<file path="config.mk">
export PLATFORM = sky130hd
export DESIGN_NAME = dmem_port_arbiter
export DESIGN_NICKNAME = d
export VERILOG_FILES = /design/src/rtl/snake_pkg.sv /design/src/rtl/dmem_port_arbiter_sat_counter.sv /design/src/rtl/dmem_port_arbiter.sv
export SDC_FILE = /design/constraint.sdc
export NUM_CORES = 1
export LEC_CHECK = 0
export ABC_AREA = 1
export CORE_MARGIN = 2
export CORE_UTILIZATION = 25
export DETAILED_ROUTE_END_ITERATION = 16
export GPL_ROUTABILITY_DRIVEN = 1
export HOLD_SLACK_MARGIN = 0.1
export MAX_ROUTING_LAYER = met4
export PLACE_DENSITY_LB_ADDON = 0.3
export SYNTH_ARGS = -nofsm -noshare
export SYNTH_HDL_FRONTEND = slang
export SYNTH_SLANG_ARGS = --single-unit
</file>
<file path="constraint.sdc">
create_clock -name clock -period 1.8 [get_ports clock]
set_input_delay 0.27 -clock clock [delete_from_list [all_inputs] [get_ports clock]]
set_output_delay 0.27 -clock clock [all_outputs]
set_load 0.02 [all_outputs]
</file>
<file path="src/rtl/snake_pkg.sv">
// Shared dmem widths and read-owner encoding for the dmem port arbiter.
package snake_pkg;
    localparam int DMEM_ADDR_W = 12;
    localparam int DMEM_DATA_W = 32;

    typedef enum logic [1:0] {
        OWN_IDLE = 2'd0,
        OWN_P_RD = 2'd1,
        OWN_V_RD = 2'd2
    } own_e;
endpackage

</file>
<file path="src/rtl/dmem_port_arbiter_sat_counter.sv">
// Saturating up-counter with synchronous clear; clear wins over increment.
module sat_counter #(
    parameter int WIDTH = 8,
    parameter int MAX   = 8
) (
    input  logic             clock,
    input  logic             resetn,
    input  logic             inc,
    input  logic             clr,
    output logic [WIDTH-1:0] count,
    output logic             at_max
);
    localparam logic [WIDTH-1:0] MAX_V = WIDTH'(MAX);

    logic [WIDTH-1:0] count_d, count_q;

    always_comb begin
        count_d = count_q;
        if (clr)
            count_d = '0;
        else if (inc && (count_q != MAX_V))
            count_d = count_q + 1'b1;
    end

    always_ff @(posedge clock or negedge resetn) begin
        if (!resetn)
            count_q <= '0;
        else
            count_q <= count_d;
    end

    assign count  = count_q;
    assign at_max = (count_q == MAX_V);
endmodule

</file>
<file path="src/rtl/dmem_port_arbiter.sv">
// Shares the single dmem port between the processor (rd/wr) and VGA fetch (rd),
// with an anti-starvation slot for VGA and per-read owner tagging of returned data.
module dmem_port_arbiter
    import snake_pkg::*;
#(
    parameter int ADDR_W     = DMEM_ADDR_W,
    parameter int DATA_W     = DMEM_DATA_W,
    parameter int STARVE_MAX = 8
) (
    input  logic              clock,
    input  logic              resetn,
    input  logic              p_req,
    input  logic              p_wren,
    input  logic [ADDR_W-1:0] p_addr,
    input  logic [DATA_W-1:0] p_data,
    output logic              p_stall,
    output logic              p_rvalid,
    output logic [DATA_W-1:0] p_rdata,
    input  logic              v_req,
    input  logic [ADDR_W-1:0] v_addr,
    output logic              v_gnt,
    output logic              v_rvalid,
    output logic [DATA_W-1:0] v_rdata,
    output logic [ADDR_W-1:0] dm_addr,
    output logic [DATA_W-1:0] dm_data,
    output logic              dm_wren,
    input  logic [DATA_W-1:0] dm_q
);
    logic       proc_gnt, vga_gnt;
    logic       starve_at_max;
    logic [7:0] starve_cnt;
    logic       unused_starve_cnt;
    own_e       state_d, state_q;

    assign unused_starve_cnt = ^starve_cnt;

    sat_counter #(.WIDTH(8), .MAX(STARVE_MAX)) u_starve (
        .clock  (clock),
        .resetn (resetn),
        .inc    (v_req & ~vga_gnt),
        .clr    (vga_gnt | ~v_req),
        .count  (starve_cnt),
        .at_max (starve_at_max)
    );

    // A processor write always wins, even over a starved VGA request.
    always_comb begin
        proc_gnt = 1'b0;
        vga_gnt  = 1'b0;
        if (resetn) begin
            if (p_req && p_wren)
                proc_gnt = 1'b1;
            else if (v_req && starve_at_max)
                vga_gnt = 1'b1;
            else if (p_req)
                proc_gnt = 1'b1;
            else if (v_req)
                vga_gnt = 1'b1;
        end
    end

    always_comb begin
        dm_addr = '0;
        dm_data = '0;
        dm_wren = 1'b0;
        if (proc_gnt) begin
            dm_addr = p_addr;
            dm_data = p_data;
            dm_wren = p_wren;
        end else if (vga_gnt) begin
            dm_addr = v_addr;
        end
    end

    assign p_stall = p_req & ~proc_gnt & resetn;
    assign v_gnt   = vga_gnt;

    // State records who owns the dm_q word that arrives next cycle.
    always_comb begin
        state_d = OWN_IDLE;
        if (proc_gnt && !p_wren)
            state_d = OWN_P_RD;
        else if (vga_gnt)
            state_d = OWN_V_RD;
    end

    always_ff @(posedge clock or negedge resetn) begin
        if (!resetn)
            state_q <= OWN_IDLE;
        else
            state_q <= state_d;
    end

    assign p_rvalid = (state_q == OWN_P_RD);
    assign v_rvalid = (state_q == OWN_V_RD);
    assign p_rdata  = p_rvalid ? dm_q : '0;
    assign v_rdata  = v_rvalid ? dm_q : '0;
endmodule

</file>
Word-level counts from Yosys, hierarchy flattened
Index checks and enable logic that the tools add are counted.
{"block": "totals", "ff_bits": 10, "input_bits": 93, "elab_cells": 39}
{"block": "classes", "addsub": 1, "n_eq_ne": 4, "mux": 19, "bitwise": 7, "reduce_logical": 6}
{"op": "$mux W32", "n": 3}
{"op": "$mux W12", "n": 2}
{"op": "$mux W8", "n": 2}
{"op": "$mux W1", "n": 10}
{"op": "$add A8 B1 Y8 const B", "n": 1}
{"op": "$eq A8 B4 Y1 const B", "n": 1}
{"op": "$ne A8 B4 Y1 const B", "n": 1}
{"op": "$logic_and A1 B1 Y1", "n": 4}
{"op": "$mux W2", "n": 2}
{"op": "$and A1 B1 Y1", "n": 3}
{"op": "$not A1 Y1", "n": 3}
{"op": "$eq A2 B1 Y1 const B", "n": 1}
{"op": "$eq A2 B2 Y1 const B", "n": 1}
{"op": "$reduce_bool A2 Y1", "n": 1}
{"op": "$logic_not A1 Y1", "n": 1}
{"op": "$or A1 B1 Y1", "n": 1}

Logic depth before layout (Yosys ltp)
Gate-level depths: netlist of the first run.
{"block": "depth", "word_depth": 10, "depth_mapped": 9, "depth_no_buf": 9}

By module
A second synthesis of the first run with hierarchy kept.
{"block": "hier_totals", "hier_cells": 306, "area_unflattened_um2": 1705.4}
{"module": "dmem_port_arbiter", "instances": 1, "cells_each": 237, "area_each_um2": 1199.9}
{"module": "sat_counter", "instances": 1, "cells_each": 69, "area_each_um2": 505.5}

Worst setup path after synthesis of the first run
No wires, ideal clock.
{"block": "synth_path", "kind": "register -> output", "startpoint": "register u_starve.count_q[0], in the netlist u_starve.count[0]", "endpoint": "output port p_stall", "arrival_time_ns": 1.427, "t_required_ns": 1.530, "setup_slack_ns": 0.103, "path_stages_with_launch": 8, "cell_sequence": "dfrtp_1 > inv_1 > ha_1 > nand3_2 > nor2_4 > nand2_4 > buf_6 > nor2_1"}
{"block": "synth_via", "elab_chain_len": 8}
{"element": "from (decl)", "line": "dmem_port_arbiter_sat_counter.sv:15", "text": "logic [WIDTH-1:0] count_d, count_q;"}
{"element": "from (signal assigned)", "line": "dmem_port_arbiter_sat_counter.sv:29", "text": "count_q <= count_d;"}
{"element": "$eq A8 B4 Y1", "line": "dmem_port_arbiter_sat_counter.sv:33", "text": "assign at_max = (count_q == MAX_V);"}
{"element": "$logic_and A1 B1 Y1", "line": "dmem_port_arbiter.sv:53", "text": "else if (v_req && starve_at_max)"}
{"element": "$mux W1", "line": "dmem_port_arbiter.sv:53"}
{"element": "$mux W1", "line": "dmem_port_arbiter.sv:51", "text": "if (p_req && p_wren)"}
{"element": "$mux W1", "line": "dmem_port_arbiter.sv:50", "text": "if (resetn) begin"}
{"element": "$not A1 Y1", "line": "dmem_port_arbiter.sv:75", "text": "assign p_stall = p_req & ~proc_gnt & resetn;"}
{"element": "$and A1 B1 Y1 (2 in a row)", "line": "dmem_port_arbiter.sv:75"}
{"element": "to (decl)", "line": "dmem_port_arbiter.sv:16", "text": "output logic p_stall,"}
No other way between the ends.

Worst setup path after layout of the first run
{"block": "layout_path", "startpoint": "register u_starve.count_q[0], in the netlist u_starve.count[0]", "endpoint": "output port dm_addr[0]"}
{"block": "layout_via", "elab_chain_len": 7, "word_cells_on_any_way": 10}
{"element": "$eq A8 B4 Y1 *", "line": "dmem_port_arbiter_sat_counter.sv:33"}
{"element": "$logic_and A1 B1 Y1 *", "line": "dmem_port_arbiter.sv:53"}
{"element": "$mux W1", "line": "dmem_port_arbiter.sv:53"}
{"element": "$mux W1", "line": "dmem_port_arbiter.sv:51"}
{"element": "$mux W1", "line": "dmem_port_arbiter.sv:50"}
{"element": "$mux W12", "line": "dmem_port_arbiter.sv:70", "text": "end else if (vga_gnt) begin"}
{"element": "$mux W12 *", "line": "dmem_port_arbiter.sv:66", "text": "if (proc_gnt) begin"}
{"element": "to (decl)", "line": "dmem_port_arbiter.sv:24", "text": "output logic [ADDR_W-1:0] dm_addr,"}
Every way passes the cells marked *; elsewhere a longest branch is shown, timed or not.

==> impl_summary.md, run 1 <==
Outcome
The flow ran to the end, but the final reports show violations. The final reports fail on setup timing.

Setup path
Broken down by cell family, the worst path's largest delay share belongs to simple AND/OR/NAND/NOR gates. The worst setup path is launched from a register. The slowest stage of the critical path is the sky130_fd_sc_hd__dfrtp_1 cell. For the worst flop-to-flop path, the logic depth is 8. The critical path arrival is 1.66 ns. The sum of buffers and inverters on the critical path is 3. Along the worst path, the maximum fanout reaches 6. The critical path goes through inv_2, ha_4, nand3_4, nor2_4, nand2_8, buf_12, nand3_2, nand2_1, buf_6. The critical path runs through a total of 9 cells. STA classifies the critical path endpoint as an output pin.

For the worst setup path, the data required time is 1.53 ns. For this run, the slowest stage of the critical path takes 0.38 ns. The critical path in this run is classified as register to output pin.

Clock network
The clock transition time at the flip-flop clock pins of the worst setup and hold paths is 0.05 ns. The total of hold buffers inserted after clock tree synthesis is 0. In this run the number of H-tree levels came out at 1. The clock sink total is 10. The clock passes through at most 2 buffers. The number of buffers created by CTS is 3.

TritonCTS built the clock tree. The tree is rooted in a sky130_fd_sc_hd__clkbuf_8. The source-to-sink clock delay at the later pin of the worst-skew pair is 0.24 ns.

Final layout
The share of layout cells above drive strength 1 is 0.266. Counting the fill cells in the layout gives 508. For this run, the number of standard cells in the final layout without fillers is 598.

From synthesis to final layout, the design area changed by 164%. The sequential cell area is 250 µm². The net count of the finished layout is 619. The footprint of the multi-input gates is 1030 µm².

0 antenna diodes ended up in the layout. For this run, the share of the core covered by cells in the final layout is 0.679.

Die
The core region is 5890 µm². Pin placement for this block handled 206 I/O pins. In this run the horizontal extent of the chip is 81.9 µm.

The die extent in y is 81.9 µm. The starting density of the core is 0.257. The full die area is 6700 µm². Row generation in the floorplan step produced 28 rows.

STA
The number of pins with negative max-slew slack in the final report is 0. The tightest slew margin relative to the limit is 0.822. The fmax is 517 MHz. After layout, the worst setup slack is -0.133 ns. The worst clock skew is 0.00336 ns. The number of setup violations in the final report is 45.

Of the available clock period, the critical path in the final layout requires 1.07. The final-report hold violation count is 0. The transition time of the tightest slew-check pin is 0.267 ns.

The worst path in the final design needs a cycle of 1.93 ns, including I/O delays and setup. Setup repair after global routing could not meet its margin everywhere.

GRT
The total overflow reported by the global router is 0. The overall global routing resource usage is 0.215. The number of global-route vias before repair was 2224.

The number of antenna violations at the first check in global routing was 0. The wire length of the first global-routing pass is 10900 µm. The maximum number of pins on one net before global-route repair is 34.

Synth
The combinational family with the most area after synthesis is simple AND/OR/NAND/NOR gates. The synthesized area per cell is 5.21 µm². Of the synthesized area, sequential elements account for 0.165. Of the total synthesized cell area, the portion taken by XOR and XNOR cells is 0.0289. The multiplexer share of the synthesized area is 0. The compound-cell area share of the yosys netlist came to 0.0116.

The share of synthesized flip-flops with an asynchronous set or reset is 1.00. The number of warnings reported in the yosys synthesis log is 0. The count of flip-flops with a built-in enable after synthesis is 0. The cell count after synthesis came out at 291. The most common flop cell mapped by yosys is sky130_fd_sc_hd__dfrtp_1. The adder-cell share of the synthesized area is 0.0165. The mapped netlist covers 1520 µm². The number of distinct library cell variants in the gate-level netlist after synthesis is 24. Of the total synthesized cell area, the portion taken by AND, OR, NAND and NOR gates is 0.513.

The number of nets handed over by synthesis was 386. The flip-flop and latch count after synthesis is 10.

Routing
The number of routed nets with antenna violations is 0. The number of remaining DRC errors is 0. Before antenna repair, the detailed router went through 4 iterations. Using the TritonRoute via totals, the vias-per-cell ratio works out to 4.34. The average wire length per cell after detail routing is 14.0 µm. After the first detailed-routing iteration, the DRC count stood at 64.

After detailed routing, the total wire length is 8370 µm. The total via count after detailed routing is 2597.

Job
The number of max-capacitance violations reported is 0.

Placement
The count of input and output buffers is 205. The placer's final routability congestion estimate is 0.833. The half-perimeter wire length after placement is 6230 µm. Including well taps, the total number of placed cells is 586. The pre-CTS worst setup slack is -0.485 ns.

Power and ir drop
The worst ir drop on vdd is 645 µV. The power density over cell area is 313 nW/µm². The leakage power figure is 2.35 nW. Summing internal, switching and leakage power gives 1.25 mW.

Hold path
The min-delay analysis places its worst path in the category input port to asynchronous set/reset pin.
==> what timing repair did <==
action,in CTS,in global routing
buffers inserted,2,3
pin swaps,10,11
endpoints found under the setup margin,110,56
gates cloned,2,1
gates resized for setup,290,67
==> layout by cell type, fill, tap and decap left out, drive strengths merged <==
cell type	instances
nor2	116
clkdlybuf4s50	93
buf	83
inv	79
dlygate4sd2	54
nand2	34
nand3	28
dfrtp	10
clkdlybuf4s15	8
clkbuf	6
xor2	4
ha	2
o21ai	1
clkinvlp	1
nor3	1
o2111ai	1
nand4	1
xnor2	1
==> Yosys cell counts (2+ instances only) <==
master                     instances  area share
sky130_fd_sc_hd__buf_8             2       0.020
sky130_fd_sc_hd__inv_1            80        0.20
sky130_fd_sc_hd__nand3_1          27       0.089
sky130_fd_sc_hd__xor2_1            4       0.023
sky130_fd_sc_hd__buf_2             2      0.0066
sky130_fd_sc_hd__nand2_1          29       0.072
sky130_fd_sc_hd__dfrtp_1          10        0.17
sky130_fd_sc_hd__clkbuf_1          6       0.015
sky130_fd_sc_hd__nor2_2           10       0.041
sky130_fd_sc_hd__ha_1              2       0.017
sky130_fd_sc_hd__nand2_2           2      0.0083
sky130_fd_sc_hd__nor2_1          105        0.26
==> worst register-to-register path: stages (launching register included) <==
cell                      delay [ns]
sky130_fd_sc_hd__dfrtp_1        0.38
sky130_fd_sc_hd__inv_2          0.08
sky130_fd_sc_hd__ha_4           0.15
sky130_fd_sc_hd__nand3_4        0.08
sky130_fd_sc_hd__o21ai_2        0.20
sky130_fd_sc_hd__nand2_1        0.12
sky130_fd_sc_hd__buf_4          0.15
sky130_fd_sc_hd__nand2_2        0.13
sky130_fd_sc_hd__nor2_1         0.06
==> metrics by stage <==
stage               hold WS, ns  TNS [ns]  instance area, µm²
floorplan               -0.0256         0                1520
global placement          0.632    -20.42                3800
detailed placement        0.641    -20.91                3800
CTS                       0.393     -2.75                3750
global route              0.436     -6.44                4000
finish                    0.412     -3.29                4000
==> layer usage <==
metal,track usage,vias to the layer above,share of wire
met2,0.394,127,0.53
met4,0.0550,0,0.035
li1,-,1293,-
met3,0.0659,33,0.099
met1,0.222,1144,0.34
met5,-,-,0
==> where the power goes <==
part           total, mW  internal (mW)  switching, mW
Combinational      0.738          0.391          0.347
Sequential         0.237          0.233        0.00402
Clock              0.278          0.192         0.0861
Total               1.25          0.816          0.437
==> state kept, by name, indices dropped and copies added, names as in the netlist <==
| register | flops |
|---|---|
| u_starve.count | 8 |
| state_q | 2 |
==> path summary, 6_finish.rpt <==
kind / start / endpoint / slack, ns
min in group clock: u_starve.count[6] / u_starve.count[6] / 0.66
max in group asynchronous: resetn / u_starve.count[0] / 1.25
setup / recovery: u_starve.count[0] / dm_addr[0] / -0.13
hold / removal: resetn / u_starve.count[4] / 0.41
hold reg to reg: u_starve.count[6] / u_starve.count[6] / 0.66
setup reg to reg: u_starve.count[0] / u_starve.count[1] / 0.34
==> layout make-up <==
type | instances | area share
timing repair buffer | 240 | 0.567
multi-input combinational | 189 | 0.258
inverter | 80 | 0.0760
sequential | 10 | 0.0626
tap | 75 | 0.0235
clock buffer | 4 | 0.0138
==> logic make-up (layout without fill, tap and decap cells) <==
family	after synthesis	in the layout
and+or+nand+nor	179	180
buffers and inverters	93	324
DFF	10	10
xor gates and xnor gates	5	5
adders and majority gates	2	2
AOI/OAI and AO/OA	2	2
Power figures use the tool's default switching activity.
==> run 2, diff against run 1 <==
--- a/config.mk
+++ b/config.mk
@@ -13,6 +13,7 @@
 export HOLD_SLACK_MARGIN = 0.1
 export MAX_ROUTING_LAYER = met4
 export PLACE_DENSITY_LB_ADDON = 0.3
+export SLEW_MARGIN = 25
 export SYNTH_ARGS = -nofsm -noshare
 export SYNTH_HDL_FRONTEND = slang
 export SYNTH_SLANG_ARGS = --single-unit
==> results of run 2 <==
Same layout as run 1: the final DEF is identical, and so are final timing and power.
